[src/rtl/vga_timing_gen_if.sv]
// ============================================================================
// Module      : vga_timing_gen_if
// Description : Raster timing bundle (counts, syncs, blanking, frame tick).
// Revision    : 1.0 - initial release
// ============================================================================
`default_nettype none

interface vga_timing_gen_if;
  logic [11:0] hcount;
  logic        hsync;
  logic        hblnk;
  logic [11:0] vcount;
  logic        vsync;
  logic        vblnk;
  logic        frame_tick;

  modport master (
    output hcount, hsync, hblnk, vcount, vsync, vblnk, frame_tick
  );

  modport slave (
    input hcount, hsync, hblnk, vcount, vsync, vblnk, frame_tick
  );
endinterface

`default_nettype wire

[src/rtl/vga_timing_gen.sv]
// ============================================================================
// Module      : vga_timing_gen
// Description : Raster h/v counter with registered sync, blank and frame tick.
// Revision    : 1.0 - initial release
// ============================================================================
`default_nettype none

module vga_timing_gen #(
  parameter int   H_VISIBLE = 800,
  parameter int   H_FP      = 40,
  parameter int   H_SYNC    = 128,
  parameter int   H_BP      = 88,
  parameter int   V_VISIBLE = 600,
  parameter int   V_FP      = 1,
  parameter int   V_SYNC    = 4,
  parameter int   V_BP      = 23,
  parameter logic SYNC_POL  = 1'b1
) (
  input  wire                     pclk,
  input  wire                     reset,
  vga_timing_gen_if.master        o_vga
);

  localparam logic [11:0] c_h_last       = 12'(H_VISIBLE + H_FP + H_SYNC + H_BP - 1);
  localparam logic [11:0] c_v_last       = 12'(V_VISIBLE + V_FP + V_SYNC + V_BP - 1);
  localparam logic [11:0] c_h_visible    = 12'(H_VISIBLE);
  localparam logic [11:0] c_v_visible    = 12'(V_VISIBLE);
  localparam logic [11:0] c_h_sync_start = 12'(H_VISIBLE + H_FP);
  localparam logic [11:0] c_h_sync_end   = 12'(H_VISIBLE + H_FP + H_SYNC);
  localparam logic [11:0] c_v_sync_start = 12'(V_VISIBLE + V_FP);
  localparam logic [11:0] c_v_sync_end   = 12'(V_VISIBLE + V_FP + V_SYNC);

  logic [11:0] r_hcount;
  logic [11:0] r_vcount;
  logic        r_hsync;
  logic        r_hblnk;
  logic        r_vsync;
  logic        r_vblnk;
  logic        r_frame_tick;

  logic [11:0] w_hcount_nxt;
  logic [11:0] w_vcount_nxt;
  logic        w_h_end;
  logic        w_v_end;

  always_comb begin
    w_h_end      = (r_hcount == c_h_last);
    w_v_end      = (r_vcount == c_v_last);
    w_hcount_nxt = w_h_end ? 12'd0 : r_hcount + 12'd1;
    w_vcount_nxt = r_vcount;
    if (w_h_end) begin
      w_vcount_nxt = w_v_end ? 12'd0 : r_vcount + 12'd1;
    end
  end

  // Flags are decoded from the next counter values so they land in the same
  // cycle as the counts they describe.
  always_ff @(posedge pclk) begin
    if (reset) begin
      r_hcount     <= 12'd0;
      r_vcount     <= 12'd0;
      r_hsync      <= ~SYNC_POL;
      r_hblnk      <= 1'b0;
      r_vsync      <= ~SYNC_POL;
      r_vblnk      <= 1'b0;
      r_frame_tick <= 1'b0;
    end else begin
      r_hcount     <= w_hcount_nxt;
      r_vcount     <= w_vcount_nxt;
      r_hblnk      <= (w_hcount_nxt >= c_h_visible);
      r_vblnk      <= (w_vcount_nxt >= c_v_visible);
      r_hsync      <= ((w_hcount_nxt >= c_h_sync_start) && (w_hcount_nxt < c_h_sync_end))
                      ? SYNC_POL : ~SYNC_POL;
      r_vsync      <= ((w_vcount_nxt >= c_v_sync_start) && (w_vcount_nxt < c_v_sync_end))
                      ? SYNC_POL : ~SYNC_POL;
      r_frame_tick <= (w_hcount_nxt == 12'd0) && (w_vcount_nxt == c_v_visible);
    end
  end

  assign o_vga.hcount     = r_hcount;
  assign o_vga.vcount     = r_vcount;
  assign o_vga.hsync      = r_hsync;
  assign o_vga.hblnk      = r_hblnk;
  assign o_vga.vsync      = r_vsync;
  assign o_vga.vblnk      = r_vblnk;
  assign o_vga.frame_tick = r_frame_tick;

endmodule

`default_nettype wire

[src/flat_wrapper.sv]
// flat-port wrapper written by rule: the top's interface ports become plain ports
module vga_timing_gen_flat 
#(
  parameter int   H_VISIBLE = 800,
  parameter int   H_FP      = 40,
  parameter int   H_SYNC    = 128,
  parameter int   H_BP      = 88,
  parameter int   V_VISIBLE = 600,
  parameter int   V_FP      = 1,
  parameter int   V_SYNC    = 4,
  parameter int   V_BP      = 23,
  parameter logic SYNC_POL  = 1'b1
)
  (pclk, reset, o_vga_hcount, o_vga_hsync, o_vga_hblnk, o_vga_vcount, o_vga_vsync, o_vga_vblnk, o_vga_frame_tick);
  vga_timing_gen_if o_vga_i ();
  input  wire pclk;
  input  wire reset;
  output wire logic [$bits(o_vga_i.hcount)-1:0] o_vga_hcount;
  output wire logic [$bits(o_vga_i.hsync)-1:0] o_vga_hsync;
  output wire logic [$bits(o_vga_i.hblnk)-1:0] o_vga_hblnk;
  output wire logic [$bits(o_vga_i.vcount)-1:0] o_vga_vcount;
  output wire logic [$bits(o_vga_i.vsync)-1:0] o_vga_vsync;
  output wire logic [$bits(o_vga_i.vblnk)-1:0] o_vga_vblnk;
  output wire logic [$bits(o_vga_i.frame_tick)-1:0] o_vga_frame_tick;
  assign o_vga_hcount = o_vga_i.hcount;
  assign o_vga_hsync = o_vga_i.hsync;
  assign o_vga_hblnk = o_vga_i.hblnk;
  assign o_vga_vcount = o_vga_i.vcount;
  assign o_vga_vsync = o_vga_i.vsync;
  assign o_vga_vblnk = o_vga_i.vblnk;
  assign o_vga_frame_tick = o_vga_i.frame_tick;
  vga_timing_gen #(.H_VISIBLE(H_VISIBLE), .H_FP(H_FP), .H_SYNC(H_SYNC), .H_BP(H_BP), .V_VISIBLE(V_VISIBLE), .V_FP(V_FP), .V_SYNC(V_SYNC), .V_BP(V_BP), .SYNC_POL(SYNC_POL)) u_core (.pclk(pclk), .reset(reset), .o_vga(o_vga_i));
endmodule
[config.mk]
export PLATFORM = sky130hd
export DESIGN_NAME = vga_timing_gen_flat
export DESIGN_NICKNAME = d
export VERILOG_FILES = /design/src/rtl/vga_timing_gen_if.sv /design/src/rtl/vga_timing_gen.sv /design/src/flat_wrapper.sv
export SDC_FILE = /design/constraint.sdc
export NUM_CORES = 1
export LEC_CHECK = 0
export CAP_MARGIN = 5
export CORE_MARGIN = 1
export CORE_UTILIZATION = 35
export CTS_CLUSTER_DIAMETER = 30
export DETAILED_ROUTE_END_ITERATION = 7
export SLEW_MARGIN = 20
export SYNTH_ARGS = -nofsm -noshare
export SYNTH_HDL_FRONTEND = slang
export SYNTH_SLANG_ARGS = --single-unit
[constraint.sdc]
create_clock -name pclk -period 3.2 [get_ports pclk]
set_input_delay 0.64 -clock pclk [delete_from_list [all_inputs] [get_ports pclk]]
set_output_delay 0.64 -clock pclk [all_outputs]
set_load 0.02 [all_outputs]
==> results.sh <==
export IMPL_outcome="complete, but fails checks"
export IMPL_violations="DRC"
export IMPL_antenna_found_initial=0
export IMPL_cts_num_sinks=29
export IMPL_finalSetupViolations=0
export IMPL_synth_top_area_share_pct=34.0
export IMPL_min_delay_path_class="reg2reg"
export IMPL_slew_headroom_pct=65.3
export IMPL_synth_seq_cells=29
export IMPL_cts_root_buf="clkbuf_8"
export IMPL_synth_nets=220
export IMPL_p_leak_nw=0.682
export IMPL_core_um2=4720
export IMPL_final_common_cell="nor2_1"
export IMPL_skew_ns=0.00399
export IMPL_dp_cells=305
export IMPL_grt_pass1_wl_mm=6.87
export IMPL_hpwl_mm=2.99
export IMPL_period_share_pct=90.0
export IMPL_postSynthAreaPerCell_um2=7.91
export IMPL_pin_count=31
export IMPL_yosys_warnings=0
export IMPL_rows=25
export IMPL_cts_tree="done"
export IMPL_r2r_start="u_core.o_vga.hcount[7]"
export IMPL_cts_setup_buffers=0
export IMPL_areaGrowthSynthToFinish_pct=26.3
export IMPL_final_cell_area_um2=2160
export IMPL_worst_pin_slew_ns=0.515
export IMPL_power_mw=0.708
export IMPL_synth_cells=216
export IMPL_drt_wl_total_mm=4.10
export IMPL_yosysUniqueCellTypes=43
export IMPL_drv_slew=0
export IMPL_hold_buffers=0
export IMPL_drv_cap=0
export IMPL_drt_iter0_markers=117
export IMPL_crit_arrival_ns=3.07
export IMPL_grt_pass1_vias=1377
export IMPL_drt_pass1_iter_count=6
export IMPL_worst_setup_path_end_kind="flop"
export IMPL_fin_cells=312
export IMPL_hold_viol=0
export IMPL_final_cell_mix="nor2_1, clkdlybuf4s50_1, dfxtp_1, nand3_1, xnor2_1"
export IMPL_critPathRequiredTime_ns=3.39
export IMPL_vias=1608
export IMPL_synth_area_um2=1710
export IMPL_num_antenna_cells=0
export IMPL_setup_tns_ns=0
export IMPL_p_per_area_nw_per_um2=328
export IMPL_asyncSetResetFlopFracSynth_pct=0
export IMPL_rsz0062_at_grt="no"
export IMPL_min_period_ns=2.88
export IMPL_grt_overflow=0
export IMPL_initial_utilization_pct=36.2
export IMPL_synth_area_top_cells="dfxtp_1, nor2_1, xnor2_1"
export IMPL_post_dp_cell_area_um2=2070
export IMPL_drc_errors=2
export IMPL_worstSetupPathType="reg2reg"
export IMPL_layout_nets=249
export IMPL_wl_per_cell_um=13.1
export IMPL_die_x_um=71.9
export IMPL_post_synth_top_area_cell="dfxtp_1"
export IMPL_start_kind="flop"
export IMPL_yosysSeqAreaShare_pct=34.0
export IMPL_cts_htree_levels=2
export IMPL_min_delay_start="u_core.o_vga.hcount[0]"
export IMPL_port_buffers=30
export IMPL_fmax_ghz=0.347
export IMPL_gp_congestion=0.863
export IMPL_grtUsageTotal_pct=17.0
export IMPL_synth_ff_type="dfxtp_1"
export IMPL_die_area_um2=5160
export IMPL_clk_pin_slew_ns=0.06
export IMPL_r2r_slack_ns=0.32
export IMPL_finalCoreUtilization_pct=45.7
export IMPL_clock_latency_ns=0.28
export IMPL_path_max_fanout=11
export IMPL_fp_dieH_um=71.9
export IMPL_clock_path_buffers=2
export IMPL_drive_gt1_share_pct=8.98
export IMPL_cts_buffers=5
export IMPL_ir_drop_v=0.000214
export IMPL_synth_edf_count=0
export IMPL_viasPerCell=5.15
export IMPL_final_antenna_net_count=0
export IMPL_grt_max_degree=12
export IMPL_crit_path_start="u_core.o_vga.hcount[7]"
export IMPL_cts_resized=0
flip-flops by register name, summed over array words and instances (netlist names):
register / cells
u_core.o_vga.hcount: 12
u_core.o_vga.vsync: 1
u_core.o_vga.hsync: 1
u_core.o_vga.vblnk: 1
u_core.o_vga.hblnk: 1
u_core.o_vga.vcount: 12
u_core.o_vga.frame_tick: 1
power by group:
group	internal, mW	switching [mW]
registers	0.364	0.00548
logic	0.0146	0.0181
clock network	0.170	0.135
final cells by class:
class                   count  area (um2)
fillers                   492        2570
multi-input cells         168        1050
well taps                  67        83.8
inverters                   6        22.5
repair buffers             35         338
flip-flops and latches     29         581
clock buffers               7        86.3
metrics by stage:
step | setup WS (ns) | hold WS (ns)
CTS | 0.307 | 0.513
global placement | 0.424 | 0.486
floorplan | 0.248 | 0.547
detailed placement | 0.334 | 0.498
global route | 0.152 | 0.541
finish | 0.321 | 0.505
cell families after synthesis:
kind of cell,after synthesis,synth area share [%]
AO/OA/AOI/OAI,30,11.9
XOR/XNOR,24,12.3
adder cells (fa/ha/maj),2,1.46
buffers and inverters,19,4.76
flip-flops,29,34.0
multiplexers,2,1.25
AND/OR/NAND/NOR,110,34.4
cells in the mapped netlist, drive strengths merged, types with 4 or more instances:
cell,number
a21oi,9
and2,4
clkbuf,10
dfxtp,29
inv,6
nand2,11
nand3,15
nand3b,4
nand4,8
nor2,34
nor3,5
nor4,5
o21ai,6
or3,11
xnor2,13
xor2,11
metal layers:
metal | wire length [um] | global-route usage, % | vias up
li1 | - | - | 824
met2 | 1780 | 24.0 | 36
met1 | 2150 | 25.3 | 745
met3 | 147 | 3.80 | 3
met4 | 21 | 5.88 | 0
met5 | 0 | 0 | -
worst max-delay path, cell delays in order (launching register included):
cell and delay [ns]:
dfxtp_1 0.42, or4b_1 0.58, or4_4 0.59, a2111o_1 0.35, a2111oi_2 0.44, nand4_1 0.13
nor4_1 0.27
path summary, 6_finish.rpt:
| path | to | cells past startpoint |
|---|---|---|
| max | u_core.o_vga.frame_tick | 6 |
| min | u_core.o_vga.hcount[0] | 1 |
| max reg2reg | u_core.o_vga.frame_tick | 6 |
| min reg2reg | u_core.o_vga.hcount[0] | 1 |
Power figures use the tool's default switching activity.
==> variant 1: new RTL, config.mk and constraints unchanged <==
`SYNC_POL` is set to 1'b1 in 2 places; all go to 1'b0.
--- a/src/rtl/vga_timing_gen.sv
+++ b/src/rtl/vga_timing_gen.sv
@@ -16,3 +16,3 @@
   parameter int   V_BP      = 23,
-  parameter logic SYNC_POL  = 1'b1
+  parameter logic SYNC_POL  = 1'b0
 ) (
--- a/src/flat_wrapper.sv
+++ b/src/flat_wrapper.sv
@@ -11,3 +11,3 @@
   parameter int   V_BP      = 23,
-  parameter logic SYNC_POL  = 1'b1
+  parameter logic SYNC_POL  = 1'b0
 )
Function: changed (Yosys sat finds a counterexample within 4 cycles, from zero or initial values and one cycle with reset high).
==> variant 1 against the unedited design <==
Non-clock buffer count is 3 lower. Cell area up 3.7%. Critical path depth grew 2. Die area increased by 4.2%. Global-route usage is 0.29 points higher. Combinational power fell by 12%. Fmax increased by 6.9%. Worst setup slack better by 0.19 ns. Sequential cell count stayed put. Total power grew 12%. Synthesized area is 4.3% higher. Routed wire length is 6.4% higher. Highest routed layer unchanged.
==> variant 1: results (changes against the unedited design) <==
=========================================================================
Clock skew after layout                                        0.00425 ns   was 0.00399 ns
Worst slack after detailed placement                             0.540 ns   was 0.334 ns
Slowest stage cell, crit path                                sky130_fd_sc_hd__dfxtp_1   was sky130_fd_sc_hd__or4_4
Total Nets Final                                                      256   was 249
Placed insts                                                          312   was 305
Global-route wire length before repair                            7.10 mm   was 6.87 mm
Vias in the first global route                                      1,456   was 1,377
Max-Slew Margin vs Limit                                            61.6%   was 65.3%
Commonest cells post-synth                                   29 x sky130_fd_sc_hd__dfxtp_1, 26 x sky130_fd_sc_hd__nor2_1, 17 x sky130_fd_sc_hd__a21oi_1, 15 x sky130_fd_sc_hd__nand2_1, 15 x sky130_fd_sc_hd__nand3_1   was 34 x sky130_fd_sc_hd__nor2_1, 29 x sky130_fd_sc_hd__dfxtp_1, 15 x sky130_fd_sc_hd__nand3_1, 13 x sky130_fd_sc_hd__xnor2_1
Crit Path Max Fanout                                                   23   was 11
Number of fill cells in the layout                                    499   was 492
Share of final layout cell area taken by non-clock buffers          14.1%   was 15.7%
Number of vias per cell after detailed routing                       5.28   was 5.15
Leakage Power                                                    0.765 nW   was 0.682 nW
Share of cells above drive strength 1                               9.88%   was 8.98%
First-pass iteration count of the detailed router                       4   was 6
Data arrival time of the critical path                            2.92 ns   was 3.07 ns
Maximum level of the CTS H-tree                                         2   unchanged
Largest cells by area after synthesis                        sky130_fd_sc_hd__dfxtp_1 33%, sky130_fd_sc_hd__nor2_1 5.5%, sky130_fd_sc_hd__a21oi_1 4.8%   was sky130_fd_sc_hd__dfxtp_1 34%, sky130_fd_sc_hd__nor2_1 7.5%, sky130_fd_sc_hd__xnor2_1 6.7%
Fraction of area in clock buffers and inverters                     5.20%   was 4.00%
Routability congestion estimate                                     0.887   was 0.863
Detailed placement HPWL                                           3.21 mm   was 2.99 mm
Delay of the slowest cell on the worst path                       0.44 ns   was 0.59 ns
PortBufs                                                               30   unchanged
Multi-In Gates                                                        177   was 168
Status                                                       complete, no violations   was complete, but fails checks
Peak supply drop                                                 0.195 mV   was 0.214 mV
Iter 0 DRT Violations                                                 132   was 117
Non-clock inverter count                                                7   was 6
Net count of the mapped netlist                                       228   was 220
DRT Wirelength                                                    4.36 mm   was 4.10 mm
Seq area share                                                      26.0%   was 26.9%
Pin count of the biggest net entering global routing                   24   was 12
Vias                                                                1,689   was 1,608
Synth unique cells                                                     52   was 43
Average size of a mapped cell                                    7.95 µm²   was 7.91 µm²
Aggregate global-route resource usage                               17.3%   was 17.0%
Clk slew on worst S/H paths                                       0.07 ns
=========================================================================
variant 1: cell types whose count changed after synthesis, moves of 4 or more:
cell / delta
sky130_fd_sc_hd__a21oi_1: +8
sky130_fd_sc_hd__nor2_1: -8
sky130_fd_sc_hd__and3_1: +5
sky130_fd_sc_hd__nor3_1: +5
sky130_fd_sc_hd__o21ai_0: +7
sky130_fd_sc_hd__nand2_1: +4
sky130_fd_sc_hd__xor2_1: -6
sky130_fd_sc_hd__xnor2_1: -4
sky130_fd_sc_hd__a21o_1: +4
sky130_fd_sc_hd__clkbuf_1: -5
sky130_fd_sc_hd__and2_1: -4
variant 1: report_power, final:
group          switching [mW]  internal, mW
logic                  0.0163        0.0126
registers             0.00521         0.364
clock network           0.143         0.254
total                   0.165         0.630
variant 1: routing by layer:
metal  GRT usage [%]  routed length (µm)  vias to the layer above
li1                -                   -                      876
met1            25.6                2280                      767
met2            24.6                1840                       41
met3            3.70                 180                        5
met4            5.98                  55                        0
met5               0                   0                        -
variant 1: logic make-up after synthesis:
kind of cell / Yosys count / synth area share (%)
multiplexers: 1 / 0.562
buffers and inverters: 18 / 4.92
AO/OA/AOI/OAI: 53 / 18.7
adder cells (fa/ha/maj): 2 / 1.40
flip-flops: 29 / 32.6
AND/OR/NAND/NOR: 107 / 35.0
XOR/XNOR: 14 / 6.88
variant 1: worst paths after layout:
| kind | end | slack [ns] | from | cells past startpoint |
|---|---|---|---|---|
| hold reg to reg | u_core.o_vga.vcount[11]$_SDFF_PP0_ | 0.56 | u_core.o_vga.vcount[11]$_SDFF_PP0_ | 2 |
| setup reg to reg | u_core.o_vga.frame_tick$_SDFF_PP0_ | 0.51 | u_core.o_vga.hcount[0]$_SDFF_PP0_ | 8 |
| hold / removal | u_core.o_vga.vcount[11]$_SDFF_PP0_ | 0.56 | u_core.o_vga.vcount[11]$_SDFF_PP0_ | 2 |
| setup / recovery | u_core.o_vga.frame_tick$_SDFF_PP0_ | 0.51 | u_core.o_vga.hcount[0]$_SDFF_PP0_ | 8 |
variant 1: worst min-delay path, stage by stage (launching register included):
cell,delay (ns)
sky130_fd_sc_hd__dfxtp_1,0.36
sky130_fd_sc_hd__o21ai_0,0.09
sky130_fd_sc_hd__a21oi_1,0.06
variant 1: through the flow:
step	power (mW)	hold WS [ns]	cell area [µm²]	utilization, %
2_1_floorplan	0.394	0.590	1780	-
3_3_place_gp	0.408	0.542	2120	44.0
3_5_place_dp	0.406	0.547	2120	44.0
4_1_cts	0.803	0.556	2240	46.4
5_1_grt	0.815	0.577	2240	46.4
6_report	0.795	0.559	2240	46.4
==> variant 2: new RTL, config.mk and constraints unchanged <==
Without the edit above. Make the reset (`reset`) asynchronous in one clocked block.
--- a/src/rtl/vga_timing_gen.sv
+++ b/src/rtl/vga_timing_gen.sv
@@ -57,3 +57,3 @@
   // cycle as the counts they describe.
-  always_ff @(posedge pclk) begin
+  always_ff @(posedge pclk or posedge reset) begin
     if (reset) begin
Function: differs if reset is asserted again (counterexample within 4 cycles, from zero or initial values and one cycle with reset high); with reset held inactive, the same outputs for 10 cycles.
==> variant 2 against the unedited design <==
Synthesized cell count is 29% lower. Routed wire length is 15% lower. Worst setup slack better by 0.14 ns. Sequential cell count unchanged. Cell area fell by 8.2%. Synthesized area shrank 11%. Worst hold slack better by 0.043 ns.
Power is not compared: it rests on default switching activity, and its combinational part moved more than twofold at a synthesized area within 25%.
==> variant 2: results (changes against the unedited design) <==
============================================================================
Leakage Power                                                       0.848 nW
Data arrival time of the critical path                               2.92 ns   was 3.07 ns
Status                                                          complete, no violations   was complete, but fails checks
Share of cells above drive strength 1                                  6.77%   was 8.98%
Setup Buffers After CTS                                                    0   unchanged
Peak supply drop                                                    0.246 mV
Detailed placement HPWL                                              2.55 mm   was 2.99 mm
Iter 0 DRT Violations                                                     50   was 117
Slowest stage cell, crit path                                   sky130_fd_sc_hd__or4b_1   was sky130_fd_sc_hd__or4_4
Routed length per instance                                           14.4 µm   was 13.1 µm
Number of vias per cell after detailed routing                          5.16   was 5.15
Number of sequential cells                                                29   unchanged
Synth unique cells                                                        35   was 43
Post-synthesis compound-gate area fraction                             8.03%   was 11.9%
Non-clk bufs                                                              34   was 35
Net count of the mapped netlist                                          159   was 220
Average size of a mapped cell                                       9.92 µm²   was 7.91 µm²
Routability congestion estimate                                        0.894   was 0.863
Largest cells by area after synthesis                           sky130_fd_sc_hd__dfrtp_1 48%, sky130_fd_sc_hd__xnor2_1 5.2%, sky130_fd_sc_hd__xor2_1 5.2%   was sky130_fd_sc_hd__dfxtp_1 34%, sky130_fd_sc_hd__nor2_1 7.5%, sky130_fd_sc_hd__xnor2_1 6.7%
Transition at the pin with the smallest max-transition slack        0.385 ns   was 0.515 ns
Share of synthesized area occupied by flip-flops and latches           47.5%   was 34.0%
Worst-case reg-to-reg path depth                                           7   was 6
Number of clock-tree buffers in the layout                                 8   was 7
Pin count of the biggest net entering global routing                      30   was 12
Seq area share                                                         36.7%   was 26.9%
Adder-Cell Fraction of Synth Area                                      2.46%   was 1.47%
DRC violation count after routing                                          0   was 2
Share of the final layout cell area in multi-input gates               37.0%   was 48.5%
Hold/Removal Path Class                                         flip-flop to flip-flop   unchanged
Total Nets Final                                                         196   was 249
Global-route wire length before repair                               5.63 mm   was 6.87 mm
Final std cells w/o fill                                                 242   was 312
Delay of the slowest cell on the worst path                          0.53 ns   was 0.59 ns
Number of fill cells in the layout                                       393   was 492
Multi-In Gates                                                           108   was 168
Crit Path Max Fanout                                                      10   was 11
Share of final layout cell area taken by non-clock buffers             16.7%   was 15.7%
Non-clock inverter count                                                  13   was 6
Multiplexer share of the synthesized area                              1.31%   was 1.25%
Vias in the first global route                                         1,152   was 1,377
First-pass iteration count of the detailed router                          4   was 6
Clock skew after layout                                           0.00610 ns   was 0.00399 ns
Aggregate global-route resource usage                                  17.0%   about the same
Dominant synthesized flop cell                                  sky130_fd_sc_hd__dfrtp_1   was sky130_fd_sc_hd__dfxtp_1
Commonest cells post-synth                                      29 x sky130_fd_sc_hd__dfrtp_1, 13 x sky130_fd_sc_hd__inv_1, 11 x sky130_fd_sc_hd__nand3_1, 9 x sky130_fd_sc_hd__xnor2_1, 9 x sky130_fd_sc_hd__xor2_1   was 34 x sky130_fd_sc_hd__nor2_1, 29 x sky130_fd_sc_hd__dfxtp_1, 15 x sky130_fd_sc_hd__nand3_1, 13 x sky130_fd_sc_hd__xnor2_1
Share of synthesized registers carrying an async set or reset           100%   was 0%
Placed insts                                                             234   was 305
Xor and xnor area share after synthesis                                10.3%   was 12.3%
============================================================================
variant 2: cell count changes after synthesis, sizes merged, moves of 3 or more:
| cell | delta |
|---|---|
| or3 | -7 |
| nor2 | -26 |
| xnor2 | -4 |
| a21oi | -3 |
| nand3 | -4 |
| clkbuf | -9 |
| nand2 | -4 |
| inv | +7 |
| and3 | +5 |
| nand3b | -4 |
| dfrtp | +29 |
| nor4 | -3 |
| dfxtp | -29 |
variant 2: metal layers:
layer	wire length [µm]	track usage (%)	vias to the layer above
met3	123	4.50	5
met5	0	0	-
met1	1730	22.9	600
met2	1590	25.1	25
li1	-	-	619
met4	39	8.07	0
variant 2: metrics by stage:
step                hold slack, ns  area, µm²  setup slack, ns
finish                       0.547       1980            0.465
global route                 0.575       1980            0.249
floorplan                    0.634       1530            0.656
CTS                          0.544       1980            0.476
detailed placement           0.535       1900            0.484
global placement             0.528       1900            0.603
variant 2: final timing paths:
path	endpoint	slack, ns	start
min in group asynchronous	u_core.o_vga.vblnk$_DFF_PP0_	0.74	reset
hold / removal	u_core.o_vga.vcount[11]$_DFF_PP0_	0.55	u_core.o_vga.vcount[11]$_DFF_PP0_
setup reg to reg	u_core.o_vga.frame_tick$_DFF_PP0_	0.47	u_core.o_vga.hcount[0]$_DFF_PP0_
setup / recovery	u_core.o_vga.frame_tick$_DFF_PP0_	0.47	u_core.o_vga.hcount[0]$_DFF_PP0_
max in group asynchronous	u_core.o_vga.hcount[9]$_DFF_PP0_	2.19	reset
hold reg to reg	u_core.o_vga.vcount[11]$_DFF_PP0_	0.55	u_core.o_vga.vcount[11]$_DFF_PP0_
variant 2: power breakdown:
group          internal, mW  leakage (nW)  total, mW  switching (mW)
logic               0.00196         0.418    0.00903         0.00707
registers             0.367         0.391      0.367               0
clock network         0.154        0.0395      0.286           0.132
